[config.mk]
export PLATFORM = sky130hd
export DESIGN_NAME = regfile_write_arbiter_flat
export DESIGN_NICKNAME = d
export VERILOG_FILES = /design/src/rtl/regfile_write_arbiter_if.sv /design/src/rtl/regfile_write_arbiter.sv /design/src/flat_wrapper.sv
export SDC_FILE = /design/constraint.sdc
export NUM_CORES = 1
export LEC_CHECK = 0
export BUFFER_PORTS_ARGS = -buffer_cell sky130_fd_sc_hd__clkbuf_2
export CAP_MARGIN = 10
export CELL_PAD_IN_SITES_DETAIL_PLACEMENT = 1
export CELL_PAD_IN_SITES_GLOBAL_PLACEMENT = 2
export CORE_MARGIN = 8
export CORE_UTILIZATION = 22
export DETAILED_ROUTE_END_ITERATION = 8
export PLACE_DENSITY_LB_ADDON = 0.08
export SYNTH_ARGS = -nofsm -noshare
export SYNTH_HDL_FRONTEND = slang
export SYNTH_SLANG_ARGS = --single-unit
[constraint.sdc]
create_clock -name clock -period 2.9 [get_ports clock]
set_input_delay 0.435 -clock clock [delete_from_list [all_inputs] [get_ports clock]]
set_output_delay 0.435 -clock clock [all_outputs]
set_load 0.03 [all_outputs]
[src/rtl/regfile_write_arbiter_if.sv]
// Write-port bundle between the writeback sources and the register file arbiter.
// Requester side drives hold/valid/addr/data; the arbiter drives ready, the write port, counters and ptr.
interface regfile_write_arbiter_if #(
  parameter int NREQ = 3,
  parameter int AW   = 5,
  parameter int DW   = 32,
  parameter int IDW  = 2,
  parameter int CW   = 16
);
  logic                 hold;
  logic [NREQ-1:0]      req_valid;
  logic [NREQ*AW-1:0]   req_addr;
  logic [NREQ*DW-1:0]   req_data;
  logic [NREQ-1:0]      req_ready;
  logic                 enc;
  logic [AW-1:0]        addrc;
  logic [DW-1:0]        datac;
  logic [IDW-1:0]       grant_id;
  logic [CW-1:0]        contention;
  logic [IDW-1:0]       dbg_ptr;

  // Handshake: requester i transfers when req_valid[i] & req_ready[i] at a rising edge.
  // req_ready may depend on req_valid in the same cycle, never the reverse, and a
  // requester keeps valid/addr/data stable until it sees ready.
  modport master (
    output hold, req_valid, req_addr, req_data,
    input  req_ready, enc, addrc, datac, grant_id, contention, dbg_ptr
  );
  modport slave (
    input  hold, req_valid, req_addr, req_data,
    output req_ready, enc, addrc, datac, grant_id, contention, dbg_ptr
  );
endinterface

[src/rtl/regfile_write_arbiter.sv]
// Round-robin arbiter sharing the register file's single write port among NREQ
// writeback sources; registered write port, $zero writes dropped, contention counter.
module regfile_write_arbiter #(
  parameter int NREQ = 3,
  parameter int AW   = 5,
  parameter int DW   = 32,
  parameter int IDW  = 2,
  parameter int CW   = 16
) (
  input logic                   clock,
  input logic                   reset,
  regfile_write_arbiter_if.slave bus
);
  logic [IDW-1:0]  r_ptr;
  logic            r_enc;
  logic [AW-1:0]   r_addrc;
  logic [DW-1:0]   r_datac;
  logic [IDW-1:0]  r_grant_id;
  logic [CW-1:0]   r_contention;

  logic            w_found;
  logic [IDW-1:0]  w_win;
  logic [IDW-1:0]  w_cand;
  logic [NREQ-1:0] w_ready;
  logic [AW-1:0]   w_addr;
  logic [DW-1:0]   w_data;
  logic [IDW:0]    w_nvalid;
  logic            w_contend;
  logic [IDW-1:0]  w_ptr_next;

  // Search starts at the pointer and wraps; first valid requester wins.
  always_comb begin
    w_found = 1'b0;
    w_win   = '0;
    w_cand  = '0;
    w_ready = '0;
    if (!reset && !bus.hold) begin
      for (int k = 0; k < NREQ; k++) begin
        w_cand = IDW'((int'(r_ptr) + k) % NREQ);
        if (!w_found && bus.req_valid[w_cand]) begin
          w_found = 1'b1;
          w_win   = w_cand;
        end
      end
    end
    if (w_found) w_ready[w_win] = 1'b1;
  end

  always_comb begin
    w_nvalid = '0;
    for (int k = 0; k < NREQ; k++) begin
      w_nvalid = w_nvalid + (IDW+1)'(bus.req_valid[k]);
    end
    w_contend = !reset && (w_nvalid >= (IDW+1)'(2));
  end

  assign w_addr     = bus.req_addr[int'(w_win)*AW +: AW];
  assign w_data     = bus.req_data[int'(w_win)*DW +: DW];
  assign w_ptr_next = (int'(w_win) == NREQ-1) ? '0 : w_win + 1'b1;

  always_ff @(posedge clock) begin
    if (reset) begin
      r_ptr        <= '0;
      r_enc        <= 1'b0;
      r_addrc      <= '0;
      r_datac      <= '0;
      r_grant_id   <= '0;
      r_contention <= '0;
    end else begin
      // A granted write to $zero completes its handshake but never reaches the port.
      r_enc <= w_found && (w_addr != '0);
      if (w_found && (w_addr != '0)) begin
        r_addrc    <= w_addr;
        r_datac    <= w_data;
        r_grant_id <= w_win;
      end
      if (w_found) r_ptr <= w_ptr_next;
      if (w_contend && (r_contention != '1)) r_contention <= r_contention + 1'b1;
    end
  end

  assign bus.req_ready  = w_ready;
  assign bus.enc        = r_enc;
  assign bus.addrc      = r_addrc;
  assign bus.datac      = r_datac;
  assign bus.grant_id   = r_grant_id;
  assign bus.contention = r_contention;
  assign bus.dbg_ptr    = r_ptr;
endmodule

[src/flat_wrapper.sv]
// flat-port wrapper written by rule: the top's interface ports become plain ports
module regfile_write_arbiter_flat 
#(
  parameter int NREQ = 3,
  parameter int AW   = 5,
  parameter int DW   = 32,
  parameter int IDW  = 2,
  parameter int CW   = 16
)
  (clock, reset, bus_hold, bus_req_valid, bus_req_addr, bus_req_data, bus_req_ready, bus_enc, bus_addrc, bus_datac, bus_grant_id, bus_contention, bus_dbg_ptr);
  regfile_write_arbiter_if #(.NREQ(NREQ), .AW(AW), .DW(DW), .IDW(IDW), .CW(CW)) bus_i ();
  input logic clock;
  input logic reset;
  input wire logic [$bits(bus_i.hold)-1:0] bus_hold;
  input wire logic [$bits(bus_i.req_valid)-1:0] bus_req_valid;
  input wire logic [$bits(bus_i.req_addr)-1:0] bus_req_addr;
  input wire logic [$bits(bus_i.req_data)-1:0] bus_req_data;
  output wire logic [$bits(bus_i.req_ready)-1:0] bus_req_ready;
  output wire logic [$bits(bus_i.enc)-1:0] bus_enc;
  output wire logic [$bits(bus_i.addrc)-1:0] bus_addrc;
  output wire logic [$bits(bus_i.datac)-1:0] bus_datac;
  output wire logic [$bits(bus_i.grant_id)-1:0] bus_grant_id;
  output wire logic [$bits(bus_i.contention)-1:0] bus_contention;
  output wire logic [$bits(bus_i.dbg_ptr)-1:0] bus_dbg_ptr;
  assign bus_i.hold = bus_hold;
  assign bus_i.req_valid = bus_req_valid;
  assign bus_i.req_addr = bus_req_addr;
  assign bus_i.req_data = bus_req_data;
  assign bus_req_ready = bus_i.req_ready;
  assign bus_enc = bus_i.enc;
  assign bus_addrc = bus_i.addrc;
  assign bus_datac = bus_i.datac;
  assign bus_grant_id = bus_i.grant_id;
  assign bus_contention = bus_i.contention;
  assign bus_dbg_ptr = bus_i.dbg_ptr;
  regfile_write_arbiter #(.NREQ(NREQ), .AW(AW), .DW(DW), .IDW(IDW), .CW(CW)) u_core (.clock(clock), .reset(reset), .bus(bus_i));
endmodule
; After elaboration in Yosys (flattened, before gate mapping)
; Cells that the tools add are included.
[classes]
addsub = 6
n_mul = 1
n_div = 3
magnitude_cmp = 6
eq_ne = 2
n_shift = 2
n_mux = 20
reduce_logical = 12
[op_table]
columns = op, count
row1 = $shiftx 96x8->32, 1
row2 = $mod 32x3->32 const B, 2
row3 = $mod 3x3->32 const B, 1
row4 = $shiftx 15x32->5, 1
row5 = $add 16x1->16 const B, 1
row6 = $ne 16x16->1 const B, 1
row7 = $lt 2x3->1 const B, 4
row8 = $mux 1, 10
row9 = $mux 2, 5
row10 = $logic_and 1x1->1, 7
row11 = $bmux 1 s2, 3
row12 = $mul 2x3->5 const B, 1
row13 = $reduce_bool 5->1, 1
row14 = $logic_not 1->1, 4
row15 = $add 2x1->3 const B, 1
row16 = $add 2x2->3 const B, 1
row17 = $add 3x1->3, 1
row18 = $ge 3x2->1 const B, 1
row19 = $mux 3, 1
row20 = $add 1x1->2, 1
row21 = $add 2x1->2 const B, 1
row22 = $demux 1 s2, 1
row23 = $eq 2x2->1 const B, 1
row24 = $ge 2x1->1 const B, 1
[word_totals]
ff_bits = 58
input_bits = 117
word_cells = 58

; Longest topological paths before layout
; Gate-level depths: netlist of the first run.
[logic_depth]
depth_word = 18
ltp_mapped = 13
depth_no_buf = 9

; Least setup slack after synthesis of the first run
; Ideal clock, no wire load.
[synth_timing]
path_type = reg2reg
start = register u_core.r_ptr[0] (netlist: u_core.bus.dbg_ptr[0])
end = register u_core.r_datac[13] (netlist: u_core.bus.datac[13])
t_arrival_ns = 2.971
path_slack_ns = -0.152
path_stages_with_launch = 14
path_buffers = 4
synth_period_minus_slack_ns = 3.052
cell_sequence = dfxtp_1 -> inv_1 -> ha_1 -> buf_2 -> mux2i_1 -> o221ai_1 -> nor4_1 -> a31oi_2 -> a221o_1 -> buf_2 -> or2_1 -> buf_4 -> buf_6 -> a211oi_2
[synth_between]
elab_chain_cells = 17
[synth_lines]
columns = item, line
row1 = "start, declared", regfile_write_arbiter.sv:14  ; logic [IDW-1:0] r_ptr;
row2 = "start signal, assigned", regfile_write_arbiter.sv:77  ; if (w_found) r_ptr <= w_ptr_next;
row3 = "parallel branches: the longest is 17 deep, another holds $mod 32x3->32", -
row4 = "end signal, assigned", regfile_write_arbiter.sv:74  ; r_datac <= w_data;
row5 = "end, declared", regfile_write_arbiter.sv:17  ; logic [DW-1:0] r_datac;
; Parallel ways; which one is timed is not known. The select of a mux whose other input is x is not followed.
; A chain may end at the register's enable or synchronous reset.

; Worst setup path after layout of the first run
[layout_timing]
start = register u_core.r_ptr[0] (netlist: u_core.bus.dbg_ptr[0])
end = output bus_req_ready[2]
[layout_between]
elab_chain_cells = 18
[layout_lines]
columns = item, line
row1 = "parallel branches: the longest is 17 deep, another holds $mod 32x3->32", -
row2 = $mux 3 *, regfile_write_arbiter.sv:46  ; if (w_found) w_ready[w_win] = 1'b1;
row3 = "end, declared", flat_wrapper.sv:18  ; output wire logic [$bits(bus_i.req_ready)-1:0] bus_req_ready;
; Mark *: on every way between the ends. The select of a mux whose other input is x is not followed.

==> flow_summary.json, run 1 <==
{
  "design.core.area_sq_um": 14500,
  "synthToLayoutAreaGrowth_pct": 52.2,
  "synth.distinct_cells": 50,
  "grt_pass1_wl_mm": 21.4,
  "wl_mm": 14.5,
  "grt_pass1_vias": 3839,
  "placement.setup.worst_slack_ns": -0.00862,
  "port-buffer-count": 177,
  "required_ns": 2.47,
  "slew_headroom_pct": 43.9,
  "fin_nets": 668,
  "seq_area_sq_um": 1170,
  "die_w_um": 138,
  "dp.cells": 715,
  "cp.arrival_ns": 2.40,
  "overflow": 0,
  "die_area_sq_um": 19000,
  "initial_utilization_pct": 22.4,
  "post_dp_cell_area_sq_um": 4530,
  "yosysSeqAreaShare_pct": 35.6,
  "synth_top_area_cell": "dfxtp_1",
  "insertion_delay_ns": 0.33,
  "hold_path.class": "reg -> reg",
  "path_class": "reg -> out",
  "fmax_ghz": 0.353,
  "synth-edff-count": 0,
  "p_total_mw": 3.11,
  "cts_root_buf": "clkbuf_16",
  "critical-path-max-stage-delay_ns": 0.39,
  "min_from": "u_core.bus.grant_id[0]",
  "regToRegSetupSlack_ns": 0.14,
  "stdcell_area_sq_um": 4960,
  "multi_input_area_sq_um": 2040,
  "crit_path_end_kind": "primary output",
  "numCtsBuffers": 9,
  "post-synth-top-area-fraction_pct": 35.6,
  "fin_crit_ns": 2.83,
  "num_vias": 3704,
  "dp_hpwl_mm": 10.6,
  "drt-initial-drc-count": 256,
  "cts_hold_buf": 0,
  "die_h_um": 138,
  "tns_ns": 0,
  "finClkSkew_ns": 0.00347,
  "ir_drop_mv": 0.257,
  "grt_start_max_net_pins": 59,
  "synthTopCellsByArea": "dfxtp_1 36%, a211oi_2 11%, a222oi_1 10%, nor3_1 5.7%, nor2_1 3.1%",
  "antennaDiodeCount": 0,
  "num_rows": 44,
  "gp_congestion": 0.778,
  "r2r_end": "u_core.bus.datac[5]",
  "yosys_warnings": 0,
  "cpMaxStageDelayCell": "dfxtp_4",
  "fin_crit_sh_pct": 97.8,
  "io_pins": 178,
  "clock_path_buffers": 2,
  "worst_pin_slew_ns": 0.842,
  "reg2reg_depth": 10,
  "clock-sinks": 58,
  "crit_path_end": "bus_req_ready[2]",
  "ant_nets": 0,
  "firstDrtPassIters": 6,
  "critPathLaunch": "u_core.bus.dbg_ptr[0]",
  "rsz0062_at_grt": "yes",
  "h-tree-depth": 3,
  "instances_no_fill": 732,
  "drv_slew": 0,
  "drive_gt1_share_pct": 50.4,
  "p_leak_nw": 2.11,
  "setup_viol": 0,
  "ys_ff_latch": 58,
  "avgSynthCellArea_sq_um": 9.16,
  "synth_nets": 479,
  "setup_ws_ns": 0.0650,
  "cellPowerDensity_nw_per_um2": 627,
  "hold_viol_final": 0,
  "clk_pin_slew_ns": 0.05,
  "via_per_inst": 5.06,
  "status": "finished clean",
  "maxCapViolCount": 0,
  "cts_tree": "built",
  "async_reset_ff_share_pct": 0,
  "reg2reg_from": "u_core.bus.dbg_ptr[1]",
  "routedWlPerCell_um": 19.8,
  "worstPathMaxFanout": 20,
  "crit_chain": "inv_4 > ha_4 > mux2i_1 > o221ai_1 > nor4_2 > o21bai_4 > buf_6 > buf_12 > buf_4",
  "start_kind": "register",
  "synth_cells": 356,
  "antenna_found_initial": 0,
  "worst_hold_slack_ns": 0.482,
  "track_usage_pct": 14.6,
  "final_core_util_pct": 34.1,
  "fillers": 1757,
  "synth_flop_cell": "dfxtp_1",
  "route.detailed.drc": 0,
  "syn_area_sq_um": 3260
}
sequential cells by signal, summed over array words and instances, names as in the netlist:
register,count
u_core.bus.enc,1
u_core.bus.dbg_ptr,2
u_core.bus.grant_id,2
u_core.bus.datac,32
u_core.bus.contention,16
u_core.bus.addrc,5
timing repair:
action | in CTS | in global routing
endpoints found under the hold margin | 0 | 0
endpoints found under the setup margin | 8 | 41
buffers inserted | 1 | 2
cloned | 1 | 0
pin swaps | 2 | 6
gates resized for setup | 13 | 16
area by class of cell:
| type | instances | area share (%) |
|---|---|---|
| Clock buffer | 10 | 4.62 |
| Sequential cell | 58 | 23.6 |
| Multi-Input combinational cell | 260 | 41.1 |
| Clock inverter | 4 | 0.908 |
| Inverter | 7 | 0.631 |
| Timing Repair Buffer | 209 | 24.6 |
| Tap cell | 184 | 4.64 |
metal layers:
layer | wire [um] | GRT usage [%] | vias to the layer above
met5 | 0 | 0 | -
met4 | 128 | 3.22 | 0
met3 | 1160 | 5.03 | 11
met2 | 7060 | 23.8 | 138
met1 | 6180 | 18.3 | 1773
li1 | - | - | 1782
power by group:
part	internal, mW	total, mW	switching, mW	leakage [nW]
Clock	0.649	1.01	0.360	0.138
Combinational	0.428	1.13	0.699	1.50
Sequential	0.909	0.974	0.0650	0.479
worst max-delay path, delay by kind of cell, from the launching register on:
| family | cells | cell delay [ns] |
|---|---|---|
| fa+ha+maj | 1 | 0.31 |
| mux | 1 | 0.19 |
| buf+inv | 4 | 0.55 |
| flops | 1 | 0.39 |
| compound gates | 2 | 0.33 |
| simple gates | 1 | 0.30 |
kinds of logic (layout without fill, tap and decap cells):
logic type,count (synthesis),in the layout,synth area share [%]
AOI/OAI and AO/OA,116,116,33.2
xor gates and xnor gates,14,14,3.76
adders and majority gates,6,6,2.30
buffers and inverters,38,230,5.37
DFF,58,58,35.6
muxes,5,5,1.69
and+or+nand+nor,119,119,18.1
cell usage in the layout (no fill, tap or decap), drive strengths merged, types with 7 or more instances in the layout:
cell	instances
a211oi	34
a222oi	34
buf	33
clkbuf	185
dfxtp	58
inv	7
nand2	20
nor2	27
nor3	37
o21ai	13
xor2	10
Yosys cell counts, types with 5 or more instances:
master,instances
ha_1,6
nand2_1,20
clkbuf_1,22
a211oi_1,5
nor2_1,27
o31ai_1,5
dfxtp_1,58
nor3_1,37
buf_2,5
o21ai_0,10
inv_1,7
nand2b_1,6
xor2_1,10
a211oi_2,29
a21oi_1,6
a222oi_1,34
nand3_1,5
worst min path at each step:
stage                              to  slack, ns  depth (start not counted)
2_1_floorplan   u_core.bus.dbg_ptr[1]       0.59                          2
3_5_place_dp   u_core.bus.grant_id[1]       0.46                          2
4_1_cts        u_core.bus.grant_id[1]       0.48                          2
3_3_place_gp   u_core.bus.grant_id[0]       0.45                          2
6_report       u_core.bus.grant_id[0]       0.48                          2
5_1_grt          u_core.bus.datac[28]       0.51                          3
Note: power is estimated with default switching activity, not from simulation.
==> run 2, diff against run 1 <==
Settings changed: CORE_UTILIZATION 22 to 25.
Clock period 2.9 ns to 3.2 ns, I/O delays scaled along.
==> flow_summary.json, run 2 (same netlist as run 1, synthesis figures left out) <==
{
  "status": "finished clean",
  "via_per_inst": 5.07,
  "regToRegSetupSlack_ns": 0.18,
  "num_rows": 41,
  "clock_path_buffers": 2,
  "tns_ns": 0,
  "ant_nets": 0,
  "instances_no_fill": 707,
  "worstPathMaxFanout": 17,
  "route.detailed.drc": 0,
  "drt-initial-drc-count": 260,
  "fin_crit_sh_pct": 97.3,
  "maxCapViolCount": 0,
  "slew_headroom_pct": 44.4,
  "insertion_delay_ns": 0.32,
  "hold_path.class": "reg -> reg",
  "h-tree-depth": 3,
  "die_area_sq_um": 16900,
  "io_pins": 178,
  "hold_viol_final": 0,
  "seq_area_sq_um": 1160,
  "grt_pass1_wl_mm": 20.9,
  "numCtsBuffers": 9,
  "reg2reg_depth": 11,
  "fin_crit_ns": 3.11,
  "required_ns": 2.72,
  "overflow": 0,
  "layout_commonest_cell": "clkbuf_2",
  "worst_pin_slew_ns": 0.834,
  "r2r_end": "u_core.bus.datac[23]",
  "cellPowerDensity_nw_per_um2": 587,
  "reg2reg_from": "u_core.bus.dbg_ptr[0]",
  "cts_root_buf": "clkbuf_16",
  "initial_utilization_pct": 25.7,
  "dp.cells": 687,
  "die_h_um": 130,
  "drv_slew": 0,
  "num_vias": 3588,
  "crit_chain": "inv_1 > ha_4 > mux2i_1 > o221ai_1 > nor4_1 > buf_4 > o21bai_4 > buf_6 > clkbuf_2",
  "cp.arrival_ns": 2.63,
  "clock-sinks": 58,
  "routedWlPerCell_um": 18.9,
  "p_leak_nw": 2.00,
  "antenna_found_initial": 0,
  "path_class": "reg -> out",
  "port-buffer-count": 177,
  "fin_nets": 653,
  "cpMaxStageDelayCell": "dfxtp_2",
  "largest_register_ffs": 32,
  "stdcell_area_sq_um": 4740,
  "finClkSkew_ns": 0.00944,
  "critical-path-max-stage-delay_ns": 0.38,
  "mostFrequentLayoutCells": "176 x clkbuf_2, 56 x dfxtp_1, 37 x nor3_1",
  "multi_input_area_sq_um": 1990,
  "ir_drop_mv": 0.301,
  "antennaDiodeCount": 0,
  "clk_pin_slew_ns": 0.05,
  "synthToLayoutAreaGrowth_pct": 45.3,
  "grt_start_max_net_pins": 59,
  "firstDrtPassIters": 5,
  "min_from": "u_core.bus.grant_id[0]",
  "crit_path_end_kind": "primary output",
  "holdPathEnd": "u_core.bus.grant_id[0]",
  "hold_path_depth": 2,
  "track_usage_pct": 15.6,
  "design.core.area_sq_um": 12700,
  "grt_pass1_vias": 3975,
  "setup_viol": 0,
  "cts_tree": "built",
  "post_dp_cell_area_sq_um": 4370,
  "final_core_util_pct": 37.4,
  "gp_congestion": 0.841,
  "die_w_um": 130,
  "fmax_ghz": 0.321,
  "drive_gt1_share_pct": 47.1,
  "fillers": 1525,
  "wl_mm": 13.3,
  "dp_hpwl_mm": 9.98,
  "start_kind": "register"
}
## run 2: timing repair
action	4_1_cts	5_1_grt
buffers inserted	1	3
gates resized for setup	4	5
pin swaps	2	1
setup endpoints to repair	3	7
cloned	0	0
hold buffers	0	0
## run 2: layer usage
layer  track usage (%)  up-vias  part of all wire [%]
met3              5.67        8                   8.4
met1              18.4     1711                    44
li1                  -     1749                     -
met4              4.10        0                  0.76
met2              26.2      120                    47
met5                 0        -                     0
## run 2: critical path: cells and delay by family (launching register included)
kind | cells | cell delay (ns)
compound gates | 2 | 0.32
fa+ha+maj | 1 | 0.33
buf+inv | 4 | 0.74
flops | 1 | 0.38
mux | 1 | 0.22
simple gates | 1 | 0.32
## run 2: stage by stage
step,power [mW],setup WS [ns],hold slack [ns]
2_1_floorplan,1.53,0.148,0.590
3_3_place_gp,1.83,0.266,0.452
3_5_place_dp,1.85,0.180,0.471
4_1_cts,2.82,0.0329,0.480
5_1_grt,2.95,-0.0708,0.508
6_report,2.78,0.0856,0.472
## run 2: final cells by class
cell class / count / share of cell area (%)
clock buffers: 10 / 4.83
clock inverters: 6 / 1.40
inverters: 7 / 0.555
multi-input cells: 260 / 42.0
flip-flops and latches: 58 / 24.6
well taps: 172 / 4.54
repair buffers: 194 / 22.1
## run 2: worst max path at each step
| stage | from | depth (start not counted) | slack (ns) | endpoint |
|---|---|---|---|---|
| after floorplan | u_core.bus.dbg_ptr[0] | 13 | 0.15 | u_core.bus.datac[13] |
| after global placement | u_core.bus.dbg_ptr[1] | 10 | 0.27 | u_core.bus.addrc[1] |
| after detailed placement | u_core.bus.dbg_ptr[0] | 11 | 0.18 | u_core.bus.datac[7] |
| after CTS | u_core.bus.dbg_ptr[1] | 10 | 0.03 | bus_req_ready[0] |
| after global routing | u_core.bus.dbg_ptr[0] | 9 | -0.07 | bus_req_ready[2] |
| final | u_core.bus.dbg_ptr[0] | 9 | 0.09 | bus_req_ready[2] |
## run 2: power by group
| group | switching (mW) | total [mW] | internal [mW] |
|---|---|---|---|
| sequential | 0.0547 | 0.878 | 0.824 |
| combinational | 0.611 | 0.957 | 0.346 |
| clock | 0.344 | 0.947 | 0.603 |
